### config.mk
export PLATFORM = sky130hd
export DESIGN_NAME = alu_seq_ctrl
export DESIGN_NICKNAME = d
export VERILOG_FILES = /design/src/rtl/alu_seq_ctrl.sv
export SDC_FILE = /design/constraint.sdc
export NUM_CORES = 1
export LEC_CHECK = 0
export BUFFER_PORTS_ARGS = -buffer_cell sky130_fd_sc_hd__buf_4
export CORE_MARGIN = 1.5
export CORE_UTILIZATION = 54
export DETAILED_ROUTE_END_ITERATION = 16
export PLACE_DENSITY_LB_ADDON = 0.05
export SYNTH_ARGS = -nofsm -noshare
export SYNTH_HDL_FRONTEND = slang
export SYNTH_SLANG_ARGS = --single-unit
### constraint.sdc
create_clock -name clk -period 4.6 [get_ports clk]
set_input_delay 0.92 -clock clk [delete_from_list [all_inputs] [get_ports clk]]
set_output_delay 0.92 -clock clk [all_outputs]
set_load 0.03 [all_outputs]
### src/rtl/alu_seq_ctrl.sv
// EX-stage ALU control decoder and executor with iterative multiply/divide and HI/LO registers.
// Define SIGNED_MULDIV_EN to add signed mult/div, which reuse the unsigned iterative core.
module alu_seq_ctrl #(
  parameter int WIDTH  = 32,
  parameter int CTRL_W = 4
) (
  input  logic              clk,
  input  logic              reset,
  input  logic              start,
  input  logic [1:0]        ALUOp,
  input  logic [5:0]        Function,
  input  logic [WIDTH-1:0]  a,
  input  logic [WIDTH-1:0]  b,
  output logic [CTRL_W-1:0] ALUCtrl,
  output logic [WIDTH-1:0]  result,
  output logic              zero,
  output logic              busy,
  output logic              done,
  output logic [WIDTH-1:0]  hi,
  output logic [WIDTH-1:0]  lo,
  output logic              div_by_zero,
  output logic              illegal
);

  localparam logic [3:0] C_AND   = 4'b0000;
  localparam logic [3:0] C_OR    = 4'b0001;
  localparam logic [3:0] C_ADD   = 4'b0010;
  localparam logic [3:0] C_SUB   = 4'b0110;
  localparam logic [3:0] C_SLT   = 4'b0111;
  localparam logic [3:0] C_MFHI  = 4'b1000;
  localparam logic [3:0] C_MFLO  = 4'b1001;
  localparam logic [3:0] C_MULTU = 4'b1010;
  localparam logic [3:0] C_DIVU  = 4'b1011;
  localparam logic [3:0] C_NOR   = 4'b1100;
  localparam logic [3:0] C_ILL   = 4'b1111;
`ifdef SIGNED_MULDIV_EN
  localparam logic [3:0] C_MULT  = 4'b1101;
  localparam logic [3:0] C_DIV   = 4'b1110;
`endif

  localparam int CNT_W = $clog2(WIDTH);
  localparam logic [CNT_W-1:0] LAST_STEP = CNT_W'(WIDTH - 1);

  typedef enum logic [1:0] {S_IDLE, S_MUL, S_DIV, S_FIN} state_t;

  state_t             r_state;
  logic [CNT_W-1:0]   r_cnt;
  logic [WIDTH-1:0]   r_acc;    // product upper half / partial remainder
  logic [WIDTH-1:0]   r_shift;  // multiplier shifting out / dividend-to-quotient
  logic [WIDTH-1:0]   r_opnd;   // multiplicand / divisor
  logic               r_neg_q;
  logic               r_neg_r;

  logic [3:0]         w_ctrl;
  logic               w_illegal;
  logic [WIDTH-1:0]   w_alu;
  logic               w_is_mul;
  logic               w_is_div;
  logic               w_signed_op;
  logic [WIDTH-1:0]   w_mag_a;
  logic [WIDTH-1:0]   w_mag_b;

  // NOTE: every signal driven from always_comb gets a default first, so no
  // path through the case statements leaves it holding a value (no latch).
  always_comb begin
    w_ctrl = C_ILL;
    case (ALUOp)
      2'b00: w_ctrl = C_ADD;
      2'b01: w_ctrl = C_SUB;
      default: begin
        case (Function)
          6'b100000: w_ctrl = C_ADD;
          6'b100010: w_ctrl = C_SUB;
          6'b100100: w_ctrl = C_AND;
          6'b100101: w_ctrl = C_OR;
          6'b100111: w_ctrl = C_NOR;
          6'b101010: w_ctrl = C_SLT;
          6'b010000: w_ctrl = C_MFHI;
          6'b010010: w_ctrl = C_MFLO;
          6'b011001: w_ctrl = C_MULTU;
          6'b011011: w_ctrl = C_DIVU;
`ifdef SIGNED_MULDIV_EN
          6'b011000: w_ctrl = C_MULT;
          6'b011010: w_ctrl = C_DIV;
`endif
          default:   w_ctrl = C_ILL;
        endcase
      end
    endcase
  end

  assign w_illegal = (w_ctrl == C_ILL);

`ifdef SIGNED_MULDIV_EN
  assign w_is_mul    = (w_ctrl == C_MULTU) || (w_ctrl == C_MULT);
  assign w_is_div    = (w_ctrl == C_DIVU)  || (w_ctrl == C_DIV);
  assign w_signed_op = (w_ctrl == C_MULT)  || (w_ctrl == C_DIV);
`else
  assign w_is_mul    = (w_ctrl == C_MULTU);
  assign w_is_div    = (w_ctrl == C_DIVU);
  assign w_signed_op = 1'b0;
`endif

  // The most negative value negates to itself, which is the correct unsigned magnitude.
  assign w_mag_a = (w_signed_op && a[WIDTH-1]) ? -a : a;
  assign w_mag_b = (w_signed_op && b[WIDTH-1]) ? -b : b;

  always_comb begin
    w_alu = '0;
    case (w_ctrl)
      C_ADD:  w_alu = a + b;
      C_SUB:  w_alu = a - b;
      C_AND:  w_alu = a & b;
      C_OR:   w_alu = a | b;
      C_NOR:  w_alu = ~(a | b);
      C_SLT:  w_alu = {{(WIDTH-1){1'b0}}, ($signed(a) < $signed(b))};
      C_MFHI: w_alu = hi;
      C_MFLO: w_alu = lo;
      default: w_alu = '0;
    endcase
  end

  // One shift-add multiply step: add multiplicand when the multiplier LSB is set, then shift right.
  logic [WIDTH:0]     w_mul_sum;
  logic [WIDTH-1:0]   w_mul_hi;
  logic [WIDTH-1:0]   w_mul_lo;
  logic [2*WIDTH-1:0] w_prod_fix;

  assign w_mul_sum  = {1'b0, r_acc} + (r_shift[0] ? {1'b0, r_opnd} : {(WIDTH+1){1'b0}});
  assign w_mul_hi   = w_mul_sum[WIDTH:1];
  assign w_mul_lo   = {w_mul_sum[0], r_shift[WIDTH-1:1]};
  assign w_prod_fix = r_neg_q ? -{w_mul_hi, w_mul_lo} : {w_mul_hi, w_mul_lo};

  // One restoring-division step: shift in the next dividend bit, keep the difference if no borrow.
  logic [WIDTH:0]     w_div_sh;
  logic [WIDTH:0]     w_div_try;
  logic               w_div_ok;
  logic [WIDTH-1:0]   w_div_rem;
  logic [WIDTH-1:0]   w_div_quo;
  logic [WIDTH-1:0]   w_rem_fix;
  logic [WIDTH-1:0]   w_quo_fix;

  assign w_div_sh  = {r_acc, r_shift[WIDTH-1]};
  assign w_div_try = w_div_sh - {1'b0, r_opnd};
  assign w_div_ok  = ~w_div_try[WIDTH];
  assign w_div_rem = w_div_ok ? w_div_try[WIDTH-1:0] : w_div_sh[WIDTH-1:0];
  assign w_div_quo = {r_shift[WIDTH-2:0], w_div_ok};
  assign w_quo_fix = r_neg_q ? -w_div_quo : w_div_quo;
  assign w_rem_fix = r_neg_r ? -w_div_rem : w_div_rem;

  // NOTE: reset is sampled only at the clock edge, and the iteration registers
  // are cleared along with the outputs so an aborted operation leaves nothing behind.
  always_ff @(posedge clk) begin
    if (reset) begin
      r_state     <= S_IDLE;
      r_cnt       <= '0;
      r_acc       <= '0;
      r_shift     <= '0;
      r_opnd      <= '0;
      r_neg_q     <= 1'b0;
      r_neg_r     <= 1'b0;
      ALUCtrl     <= '0;
      result      <= '0;
      zero        <= 1'b1;
      busy        <= 1'b0;
      done        <= 1'b0;
      hi          <= '0;
      lo          <= '0;
      div_by_zero <= 1'b0;
      illegal     <= 1'b0;
    end else begin
      // NOTE: non-blocking default makes done a single-cycle pulse unless a branch below re-asserts it.
      done <= 1'b0;
      case (r_state)
        S_IDLE, S_FIN: begin
          r_state <= S_IDLE;
          if (start) begin
            ALUCtrl     <= CTRL_W'(w_ctrl);
            illegal     <= w_illegal;
            div_by_zero <= 1'b0;
            r_cnt       <= '0;
            r_neg_q     <= w_signed_op & (a[WIDTH-1] ^ b[WIDTH-1]);
            r_neg_r     <= w_signed_op & a[WIDTH-1];
            if (w_is_mul) begin
              r_acc   <= '0;
              r_shift <= w_mag_b;
              r_opnd  <= w_mag_a;
              busy    <= 1'b1;
              r_state <= S_MUL;
            end else if (w_is_div && (b == '0)) begin
              div_by_zero <= 1'b1;
              done        <= 1'b1;
            end else if (w_is_div) begin
              r_acc   <= '0;
              r_shift <= w_mag_a;
              r_opnd  <= w_mag_b;
              busy    <= 1'b1;
              r_state <= S_DIV;
            end else begin
              result <= w_alu;
              zero   <= (w_alu == '0);
              done   <= 1'b1;
            end
          end
        end

        S_MUL: begin
          r_acc   <= w_mul_hi;
          r_shift <= w_mul_lo;
          r_cnt   <= r_cnt + CNT_W'(1);
          if (r_cnt == LAST_STEP) begin
            hi      <= w_prod_fix[2*WIDTH-1:WIDTH];
            lo      <= w_prod_fix[WIDTH-1:0];
            busy    <= 1'b0;
            done    <= 1'b1;
            r_state <= S_FIN;
          end
        end

        S_DIV: begin
          r_acc   <= w_div_rem;
          r_shift <= w_div_quo;
          r_cnt   <= r_cnt + CNT_W'(1);
          if (r_cnt == LAST_STEP) begin
            hi      <= w_rem_fix;
            lo      <= w_quo_fix;
            busy    <= 1'b0;
            done    <= 1'b1;
            r_state <= S_FIN;
          end
        end

        default: r_state <= S_IDLE;
      endcase
    end
  end

endmodule

==> results by group <==
Power and ir drop
  • PD cells: between 300 and 400 nW/µm²
  • Clock network fraction of design power: approximately 29%
  • Sw Share: around two fifths
  • Sequential Power Share: 29.7%
  • Max IR drop VDD: 0.324 mV
  • Lkg Pwr: 9.64 nW
  • Logic pwr share: 41.4%
  • Internal power: 0.00410 W
  • Switching power: about 0.0027 W

Die
  • Core Area: 34500 µm²
  • Num ports: 180
  • Chip height: 190 µm
  • Die area: 36000 µm²
  • # rows: around 70
  • Initial core utilization: a little over half
  • Die X: 190 µm

Worst setup path
  • Setup Crit Path Kind: in2reg
  • CP startpoint kind: input port
  • Slowest stage delay, CP: 0.60 ns
  • Crit path DAT: 4.83 ns
  • Crit-path max FO: 4
  • CP Capture Type: flop
  • Critical path required time: 5.06 ns
  • Slowest CP cell: nor3b_1
  • CP Cell Sequence: buf_4, inv_1, ha_1, fa_1, o21bai_1, o211ai_1, a31oi_1, buf_4, o21bai_1, a32o_1, o22ai_1, nor3b_1, nand3_1, or4_1, nor4_2, nand4_1, o31ai_2

Synth
  • Async S/R FF share, synth: 0%
  • YS warnings: 0
  • Synthesized flop and latch total: around 210
  • Mapped Cells: between 2000 and 3000
  • Post-synth top flop: dfxtp_1
  • Post-synth cell types: 89
  • Sequential area share after synthesis: between 20% and 30%
  • Mapped Area: 18800 µm²
  • Top post-synthesis cells by area: dfxtp_1 (22%), ha_1 (12%), nor2_1 (6.6%)
  • Syn nets: 2761
  • Post-synth top area cell: dfxtp_1
  • Post-synth EDFFs: 0
  • Syn Area/Cell: 7.52 µm²
  • Yosys top cell area share: between 20% and 30%

Drt
  • Post-route ant nets: 0
  • DRC violations left: 0
  • WL/cell: 23.3 µm
  • Met2 Wirelength: 32.6 mm
  • Drt pass-1 iters: 6
  • Via count: 21115
  • Routed wl met3: 8.69 mm
  • Highest metal used: met5
  • Vias per cell: 6.56
  • Final wirelength: 75.0 mm
  • Drt initial violations: 2399
  • Routed length on met1: 31.4 mm

Clock network
  • Post-CTS setup buffers: 0
  • Hold buffer count at cts: 0
  • Clock-pin slew on the worst setup and hold paths: 0.06 ns
  • Clock latency on the worst-skew pair: 0.55 ns
  • H-tree depth: 1
  • Num CTS Buffers: 24
  • Clock buffer depth: 3
  • CTS root buf: clkbuf_16
  • CTS tree: done
  • CTS Sinks: 208

Finish
  • Reg area: 4160 µm²
  • Multi-input gate area: 13500 µm²
  • Layout cells sized above 1: 16.8%
  • Fillers: 3030
  • Area Growth Syn to Fin: 19.9%
  • Fin nets: 3005
  • # diodes: 0

STA
  • Final setup violation count: 0
  • Worst clock skew: ~0.017 ns
  • Setup TNS: 0 ns
  • Slew margin rel.: roughly 36%
  • Max Fclk: 0.229 GHz
  • Final Max Slew Viols: 0
  • WHS: 0.466 ns
  • Hold Vio Cnt, Final: 0
  • Fin crit period: 4.38 ns
  • RSZ-0062 raised after global routing: no
  • Slew @ Worst Pin: around 0.95 ns
  • Final period util: 95.1%

Global routing
  • Initial antenna violation count: 1
  • Number of global-route vias before repair: 19915
  • GRT Util Overall: between 40% and 50%
  • Largest net degree at the start of global routing: 96
  • First-pass GRT wire length: 114 mm
  • Congestion Overflow GR: 0

Job
  • Max Cap Viol: 0

Placed design
  • RePlAce Congestion: 1.04
  • IO buf count: 179
  • Final HPWL DP: ~57 mm

Run status
  • Status: finished clean

Min path
  • Worst Hold Class: reg2reg
## flip-flops by register name (all words and copies together) (netlist names)
signal,flops
r_state,2
r_shift,32
hi,32
r_acc,32
lo,32
r_cnt,5
busy,1
illegal,1
div_by_zero,1
done,1
ALUCtrl,4
r_opnd,32
zero,1
result,32
## routing by layer
| metal | global-route usage (%) | up-vias |
|---|---|---|
| met5 | 0 | - |
| met4 | 12.8 | 2 |
| met3 | 7.42 | 149 |
| met2 | 63.1 | 1247 |
| met1 | 56.7 | 10038 |
| li1 | - | 9679 |
## cell type report
| type | count | area share (%) |
|---|---|---|
| inverter | 162 | 2.70 |
| tap | 455 | 2.52 |
| clock inverter | 11 | 0.588 |
| multi-input combinational | 1970 | 59.8 |
| sequential | 208 | 18.5 |
| clock buffer | 31 | 2.92 |
| timing repair buffer | 381 | 13.0 |
## final timing paths
kind	start	endpoint	slack, ns	cells past startpoint
setup / recovery	a[0]	zero	0.22	17
hold / removal	result[11]	result[11]	0.47	2
setup reg to reg	r_opnd[0]	hi[19]	0.41	15
hold reg to reg	result[11]	result[11]	0.47	2
## cell usage after synthesis, types with 17 or more instances
| library cell | instances |
|---|---|
| a221oi_1 | 19 |
| a31oi_1 | 17 |
| a22oi_1 | 55 |
| o221ai_1 | 20 |
| nand3_1 | 31 |
| clkbuf_1 | 129 |
| o21a_1 | 18 |
| a21o_1 | 46 |
| nand4_1 | 18 |
| o21ai_0 | 113 |
| o22ai_1 | 45 |
| a211oi_1 | 130 |
| nor2_1 | 329 |
| o211ai_1 | 31 |
| ha_1 | 179 |
| mux2i_1 | 116 |
| xnor2_1 | 41 |
| nor3_1 | 43 |
| nand2b_1 | 20 |
| dfxtp_1 | 208 |
| nand2_1 | 160 |
| and2_1 | 35 |
| xor2_1 | 26 |
| inv_1 | 161 |
| buf_1 | 17 |
| a21oi_1 | 211 |
| o21bai_1 | 19 |
## what timing repair did
item | CTS | global route
hold endpoints to repair | 0 | 0
gates resized for setup | 0 | 2
endpoints found under the setup margin | 0 | 1
## placed cells by master, fill, tap and decap left out, drive strengths merged, types with 37 or more instances in the layout
cell and count:
o22ai 45, dfxtp 208, and2 37, o21ai 114, ha 179, nand2 160
a21oi 212, a22oi 55, nor2 329, a211oi 130, mux2i 116, inv 163
a21o 46, xnor2 41, buf 381, nor3 43
## worst max-delay path, delay by kind of cell
family,cells,cell delay [ns]
fa+ha+maj,2,0.63
simple gates,5,1.62
buf+inv,3,0.33
compound gates,7,1.32
## kinds of logic after synthesis
logic type               after synthesis  share of synthesized area, %
AO/OA/AOI/OAI                        868                          31.6
AND/OR/NAND/NOR                      732                          17.8
buffers and inverters                325                          6.63
flip-flops                           208                          22.1
adder cells (fa/ha/maj)              183                          12.3
multiplexers                         120                          6.41
XOR/XNOR                              67                          3.12
## power groups by stage
stage	Clock (W)	Sequential, W	Combinational (W)
4_1_cts	0.00197	0.00202	0.00276
6_report	0.00197	0.00202	0.00283
5_1_grt	0.00205	0.00203	0.00303
2_1_floorplan	0	0.00215	0.00164
3_3_place_gp	0	0.00205	0.00270
3_5_place_dp	0	0.00205	0.00274
## metrics by stage
stage / setup slack, ns / power [W] / util (%) / std cells / area, µm²
final: 0.225 / 0.00682 / 65.4 / 3218 / 22500
after global routing: 0.0319 / 0.00711 / 65.4 / 3218 / 22500
after CTS: 0.276 / 0.00675 / 65.4 / 3218 / 22500
after detailed placement: -0.267 / 0.00479 / 63.1 / 3176 / 21800
after global placement: -0.280 / 0.00475 / 63.1 / 3176 / 21800
after floorplan: 0.274 / 0.00378 / - / 2503 / 18800
Note: power is estimated with default switching activity, not from simulation.
